<file path="config.mk">
export PLATFORM = sky130hd
export DESIGN_NAME = lsu_mem_master
export DESIGN_NICKNAME = d
export VERILOG_FILES = /design/src/rtl/lsu_mem_master.sv
export SDC_FILE = /design/constraint.sdc
export NUM_CORES = 1
export LEC_CHECK = 0
export BUFFER_PORTS_ARGS = -buffer_cell sky130_fd_sc_hd__buf_2
export CAP_MARGIN = 20
export CELL_PAD_IN_SITES_DETAIL_PLACEMENT = 0
export CELL_PAD_IN_SITES_GLOBAL_PLACEMENT = 1
export CORE_MARGIN = 4
export CORE_UTILIZATION = 30
export CTS_CLUSTER_SIZE = 25
export DETAILED_ROUTE_END_ITERATION = 16
export GPL_TIMING_DRIVEN = 0
export PLACE_DENSITY_LB_ADDON = 0.25
export SYNTH_ARGS = -nofsm -noshare
export SYNTH_HDL_FRONTEND = slang
export SYNTH_SLANG_ARGS = --single-unit
</file>
<file path="constraint.sdc">
create_clock -name clk -period 3.4 [get_ports clk]
set_clock_uncertainty 0.15 [all_clocks]
set_input_delay 0.34 -clock clk [delete_from_list [all_inputs] [get_ports clk]]
set_output_delay 0.34 -clock clk [all_outputs]
set_load 0.02 [all_outputs]
</file>
<file path="src/rtl/lsu_mem_master.sv">
// Load/store initiator for the byte-addressed little-endian data RAM.
// It word-aligns accesses, extends load lanes and merges sub-word stores read-modify-write.
module lsu_mem_master #(
    parameter int MEM_BYTES = 1024
) (
    input  logic        clk,
    input  logic        rst,
    input  logic        req_valid,
    output logic        req_ready,
    input  logic        req_we,
    input  logic [2:0]  req_funct3,
    input  logic [31:0] req_addr,
    input  logic [31:0] req_wdata,
    output logic        resp_valid,
    output logic [31:0] resp_rdata,
    output logic        resp_err,
    output logic [31:0] mem_addr,
    output logic        mem_wen,
    output logic [31:0] mem_wdata,
    input  logic [31:0] mem_rdata
);

    typedef enum logic [2:0] {IDLE, LOAD, RMW_RD, WRITE, RESP} state_t;

    state_t      state_q;
    logic [2:0]  funct3_q;
    logic [1:0]  off_q;
    logic [31:0] wdata_q;
    logic        err_q;

    logic [31:0] wordAddr;
    logic [1:0]  reqOff;
    logic        reqErr;
    logic [4:0]  laneShift;
    logic [31:0] shifted;
    logic [31:0] loadData;
    logic [31:0] laneMask;
    logic [31:0] mergedWord;

    assign reqOff   = req_addr[1:0];
    assign wordAddr = {req_addr[31:2], 2'b00};

    always_comb begin
        reqErr = 1'b0;
        case (req_funct3)
            3'b011, 3'b110, 3'b111: reqErr = 1'b1;
            default: ;
        endcase
        if (req_we && req_funct3[2]) reqErr = 1'b1;
        if (req_funct3[1:0] == 2'b01 && reqOff[0]) reqErr = 1'b1;
        if (req_funct3[1:0] == 2'b10 && reqOff != 2'b00) reqErr = 1'b1;
        if ({1'b0, wordAddr} + 33'd3 >= 33'(MEM_BYTES)) reqErr = 1'b1;
    end

    // Lane extraction and merge both work on the word shifted by the byte offset.
    assign laneShift  = {off_q, 3'b000};
    assign shifted    = mem_rdata >> laneShift;
    assign laneMask   = (funct3_q[1:0] == 2'b00) ? 32'h0000_00FF : 32'h0000_FFFF;
    assign mergedWord = (mem_rdata & ~(laneMask << laneShift)) | ((wdata_q & laneMask) << laneShift);

    always_comb begin
        loadData = mem_rdata;
        case (funct3_q)
            3'b000:  loadData = {{24{shifted[7]}}, shifted[7:0]};
            3'b001:  loadData = {{16{shifted[15]}}, shifted[15:0]};
            3'b100:  loadData = {24'h0, shifted[7:0]};
            3'b101:  loadData = {16'h0, shifted[15:0]};
            default: loadData = mem_rdata;
        endcase
    end

    always_ff @(posedge clk) begin
        if (rst) begin
            state_q    <= IDLE;
            funct3_q   <= 3'b000;
            off_q      <= 2'b00;
            wdata_q    <= 32'h0;
            err_q      <= 1'b0;
            req_ready  <= 1'b1;
            resp_valid <= 1'b0;
            resp_err   <= 1'b0;
            resp_rdata <= 32'h0;
            mem_addr   <= 32'h0;
            mem_wen    <= 1'b0;
            mem_wdata  <= 32'h0;
        end else begin
            case (state_q)
                IDLE: begin
                    if (req_valid && req_ready) begin
                        funct3_q  <= req_funct3;
                        off_q     <= reqOff;
                        wdata_q   <= req_wdata;
                        err_q     <= reqErr;
                        req_ready <= 1'b0;
                        // Rejected accesses borrow the LOAD slot so they answer with load latency,
                        // but never put their address on the RAM port.
                        if (reqErr) begin
                            state_q <= LOAD;
                        end else begin
                            mem_addr <= wordAddr;
                            if (!req_we) begin
                                state_q <= LOAD;
                            end else if (req_funct3[1:0] == 2'b10) begin
                                mem_wen   <= 1'b1;
                                mem_wdata <= req_wdata;
                                state_q   <= WRITE;
                            end else begin
                                state_q <= RMW_RD;
                            end
                        end
                    end
                end
                LOAD: begin
                    resp_rdata <= err_q ? 32'h0 : loadData;
                    resp_err   <= err_q;
                    resp_valid <= 1'b1;
                    state_q    <= RESP;
                end
                RMW_RD: begin
                    mem_wdata <= mergedWord;
                    mem_wen   <= 1'b1;
                    state_q   <= WRITE;
                end
                WRITE: begin
                    mem_wen    <= 1'b0;
                    resp_rdata <= 32'h0;
                    resp_err   <= 1'b0;
                    resp_valid <= 1'b1;
                    state_q    <= RESP;
                end
                RESP: begin
                    resp_valid <= 1'b0;
                    resp_err   <= 1'b0;
                    req_ready  <= 1'b1;
                    state_q    <= IDLE;
                end
                default: state_q <= IDLE;
            endcase
        end
    end

endmodule
</file>
# Word level (Yosys, flattened, before mapping)
# Index checks and enable logic that the tools add are counted.
# totals
register_bits	139
inputBits	103
out_inout_bits	100
wordCells	88
# op_classes
addsub	1
order_cmp	1
n_eq_ne	16
shifts	3
n_mux	28
bitwise_logic	5
n_reduce_logical	22
# ops
cell	count
$mux W32	5
$pmux W32 S2	2
$pmux W32 S4	1
$add A32 B2 Y33 const B	1
$ge A33 B11 Y1 const B	1
$and A32 B16 Y32	1
$and A32 B32 Y32	1
$not A32 Y32	1
$or A32 B32 Y32	1
$shl A16 B5 Y32	1
$shl A32 B5 Y32	1
$shr A32 B5 Y16	1
$mux W16	1
$eq A3 B3 Y1 const B	5
$reduce_bool A2 Y1	6
$mux W1	11
$reduce_and A5 Y1	2
$eq A3 B2 Y1 const B	3
$pmux W3 S3	1
$ne A2 B2 Y1 const B	4
$eq A3 B1 Y1 const B	2
$logic_not A3 Y1	2
$pmux W1 S2	3
$logic_and A1 B1 Y1	4
other kinds (12)	15

# Logic depth before layout (Yosys ltp)
# depth
ltp_word	10
mapped_depth	8
mapped_depth_nobuf	5

# Worst setup path before layout
# No wires, ideal clock.
# synth_path
path_type	input -> register
start	input port req_addr[27]
end	register mem_wdata[14]
setup_ns	0.137
arrival_ns	1.640
t_required_ns	3.113
path_slack_ns	1.473
cell_stages	7
cell_sequence	nor4_1 nand4_1 nor4_4 buf_6 buf_6 o21ai_1 nor3b_2
# synth_via
elab_chain_len	5
# synth_lines
element	line	rtl
start: declaration	12	input logic [31:0] req_addr,
$add A32 B2 Y33	52	if ({1'b0, wordAddr} + 33'd3 >= 33'(MEM_BYTES)) reqErr = 1'b1;
$ge A33 B11 Y1	52	
$mux W1	52	
$ne A2 B2 Y1 (no line)	n/a	
$reduce_and A5 Y1 (no line)	n/a	
end signal: assignment	105	mem_wdata <= req_wdata;
end signal: assignment	120	mem_wdata <= mergedWord;
end: declaration	19	output logic [31:0] mem_wdata,
# No other way between the ends.
# A chain may end at the register's enable or synchronous reset.

# Worst setup path in the final report
# layout_path
start	register state_q[2]
end	register mem_wdata[4]
# layout_via
elab_chain_len	3
elab_cells_between_ends	9
cone_classes	eq/ne: 5; mux: 1; reduce/logical: 3
# layout_lines
element	line	rtl
start: declaration	25	state_t state_q;
start signal: assignment	74	state_q <= IDLE;
start signal: assignment	98	state_q <= LOAD;
start signal: assignment	102	state_q <= LOAD;
$eq A3 B2 Y1 or $logic_not A3 Y1 (tied branches)	87	case (state_q)
$reduce_bool A2 Y1 (no line) or $ne A2 B2 Y1 (tied branches)	n/a	
$reduce_and A5 Y1 (no line)	n/a	
# Parallel ways exist; a longest one is shown, timed or not.

==> impl_metrics.tcl <==
set metrics [dict create \
    yosysWarnings 0 \
    num_rows 50 \
    final_area_um2 7920 \
    synth_edf_count 0 \
    synth_top_cell_by_area "dfxtp_1" \
    finalHoldWorstSlack_ns 0.0193 \
    wl_mm 22.4 \
    fin_tns_setup_ns 0 \
    vias_per_cell 5.01 \
    ys_ff_latch 123 \
    drtAntennaViolNets 0 \
    period_minus_slack_ns 2.63 \
    synthArstFlopShare 0 \
    avgSynthCellArea_um2 8.50 \
    post-cts-setup-buffers 0 \
    drtPass1Iterations 5 \
    finalHoldViolCount 0 \
    netlist.area_leader.share 0.419 \
    power_leakage_nw 3.47 \
    cts_buffers 17 \
    grt_start_max_net_pins 17 \
    synth_flop_cell "dfxtp_1" \
    netlist_instances 691 \
    grt_remaining_overflow 0 \
    slew_headroom 0.334 \
    final_nets 1021 \
    vdd_drop_max_mv 0.294 \
    antenna_found_initial 0 \
    tightestPinTransition_ns 0.991 \
    via_count 5966 \
    maxCapViolations 0 \
    setup_violations 0 \
    place_area_um2 7200 \
    synth_area_leaders "dfxtp_1, nand2_1, a21oi_1" \
    n_fill_cell 1958 \
    cts_resized 0 \
    cts_hold_buf 6 \
    drt_iter0_markers 410 \
    grt_pass1_vias 5730 \
    drv_slew 0 \
    dp_hpwl_mm 17.3 \
    core-area_um2 19000 \
    drc 0 \
    clock-sinks 123 \
    grt_usage 0.198 \
    root_buffer "clkbuf_16" \
    cts.clk_slew.worst_paths_ns 0.06 \
    dieHeight_um 148 \
    io_buffers 200 \
    syn_area_um2 5870 \
    crit_required_ns 3.56 \
    gp_routability_congestion 0.892 \
    critPathKind "flip-flop to flip-flop" \
    period_share 0.772 \
    end_kind "flip-flop" \
    yosysSeqAreaShare 0.419 \
    crit_fanout 10 \
    cts.htree.levels 4 \
    die-area_um2 21900 \
    final_layout_size_suffix_gt1_frac 0.326 \
    ios 203 \
    clock_path_buffers 2 \
    rsz0062_at_grt "false" \
    status "complete, no violations" \
    n_antenna_cell 0 \
    die_width_um 148 \
    initial_core_util 0.310 \
    hp-class "input port to flip-flop" \
    wire_per_inst_um 18.8 \
    power_density_nw_per_um2 505 \
    grt_pass1_wl_mm 33.4 \
    cp_data_arrival_time_ns 2.79 \
    synth.distinct_cells 55 \
    clk_latency_ns 0.42 \
    startpoint_type "flip-flop" \
    area_delta_synth_final_pct 34.9 \
    utilization 0.418 \
    fmax_ghz 0.381 \
    cts_tree "done" \
]
## placed cells by master (no fill, tap or decap), drive strengths merged, types with 2 or more instances in the layout
cell type | synthesis | layout
clkinvlp | 0 | 2
o41ai | 8 | 8
mux2i | 16 | 16
nand2 | 107 | 107
nor3 | 12 | 12
a21oi | 56 | 56
or4b | 8 | 8
o211a | 9 | 9
a311oi | 8 | 8
clkbuf | 30 | 51
nand2b | 6 | 6
bufinv | 0 | 5
nor4 | 9 | 9
inv | 18 | 18
clkinv | 1 | 5
o211ai | 24 | 24
o221a | 7 | 7
dlygate4sd3 | 0 | 6
or3 | 9 | 9
o21ai | 56 | 56
or2 | 2 | 2
nand4 | 2 | 2
nor3b | 8 | 8
mux2 | 8 | 8
buf | 32 | 232
a31oi | 2 | 2
conb | 1 | 2
dfxtp | 123 | 123
o221ai | 9 | 9
a221o | 17 | 17
nor2b | 6 | 6
nand3 | 25 | 25
and2 | 24 | 24
nor2 | 38 | 38
## synth_stat cells (2+ instances only)
master    count
o211ai_1     24
nand2b_1      6
nor2_2        2
nor3b_2       7
nand3_1      24
nor4_1        7
buf_1         4
a21oi_1      55
o21ai_0      31
clkbuf_1     30
o41ai_1       8
o211a_1       9
inv_1        18
a31oi_1       2
mux2_2        8
mux2i_1      16
or3_1         9
or4b_2        8
buf_2        11
o221a_2       7
buf_6         9
a221o_1      17
nor3_1       11
o21ai_1      24
nor2b_1       6
o221ai_1      9
a311oi_1      8
nand2_1     107
dfxtp_1     123
nor2_1       36
buf_4         8
and2_1       24
## sequential cells by signal, summed over array words and instances (netlist names)
signal      count
mem_wen         1
resp_err        1
off_q           2
mem_addr       30
state_q         3
funct3_q        3
resp_valid      1
err_q           1
resp_rdata     32
mem_wdata      32
req_ready       1
wdata_q        16
## through the flow
step / instances / worst slack [ns] / power [mW]
2_1_floorplan: 692 / 1.47 / 1.80
3_3_place_gp: 1152 / 0.929 / 2.00
3_5_place_dp: 1152 / 0.886 / 2.00
4_1_cts: 1189 / 0.862 / 4.02
5_1_grt: 1190 / 0.675 / 4.14
6_report: 1190 / 0.774 / 4.00
## critical path, stage by stage (launching register included)
cell      delay (ns)
dfxtp_1         0.34
buf_2           0.19
nor3b_4         0.42
buf_4           0.27
buf_2           0.26
nor2_1          0.07
a311oi_1        0.58
o21ai_1         0.14
o41ai_1         0.09
## path summary, 6_finish.rpt
path / depth (start not counted) / slack, ns / startpoint / endpoint
setup / recovery: 8 / 0.77 / state_q[2] / mem_wdata[4]
hold / removal: 3 / 0.02 / req_addr[4] / mem_addr[4]
setup reg to reg: 8 / 0.77 / state_q[2] / mem_wdata[4]
hold reg to reg: 1 / 0.30 / mem_addr[20] / mem_addr[20]
## cells by family after synthesis
| group | Yosys count | share of synthesized area |
|---|---|---|
| AND/OR/NAND/NOR | 259 | 0.230 |
| AO/OA/AOI/OAI | 202 | 0.233 |
| flip-flops | 123 | 0.419 |
| buffers and inverters | 81 | 0.0707 |
| multiplexers | 25 | 0.0464 |
| other | 1 | 0.000639 |
## cell type report
type                    count  area [um2]  share of cell area
plain buffers              62         344              0.0434
flip-flops and latches    123        2460               0.311
clock buffers              20         457              0.0577
inverters                  19        71.3             0.00900
well taps                 260         325              0.0411
clock inverters            11         193              0.0243
repair buffers            207        1070               0.135
multi-input cells         488        3000               0.379
## power by group
| part | total [mW] | internal (mW) | leakage, nW | switching (mW) |
|---|---|---|---|---|
| registers | 1.52 | 1.48 | 0.996 | 0.0343 |
| clock network | 2.01 | 1.33 | 0.312 | 0.676 |
| logic | 0.467 | 0.169 | 2.16 | 0.298 |
| total | 4.00 | 2.99 | 3.47 | 1.01 |
## routing by layer
metal  vias to the layer above  part of all wire  track usage
met3                        20             0.063       0.0411
met5                         -                 0            0
li1                       2954                 -            -
met2                       222              0.45        0.303
met4                         0             0.013       0.0485
met1                      2770              0.47        0.285
No activity file was read; power rests on OpenSTA's default activity.
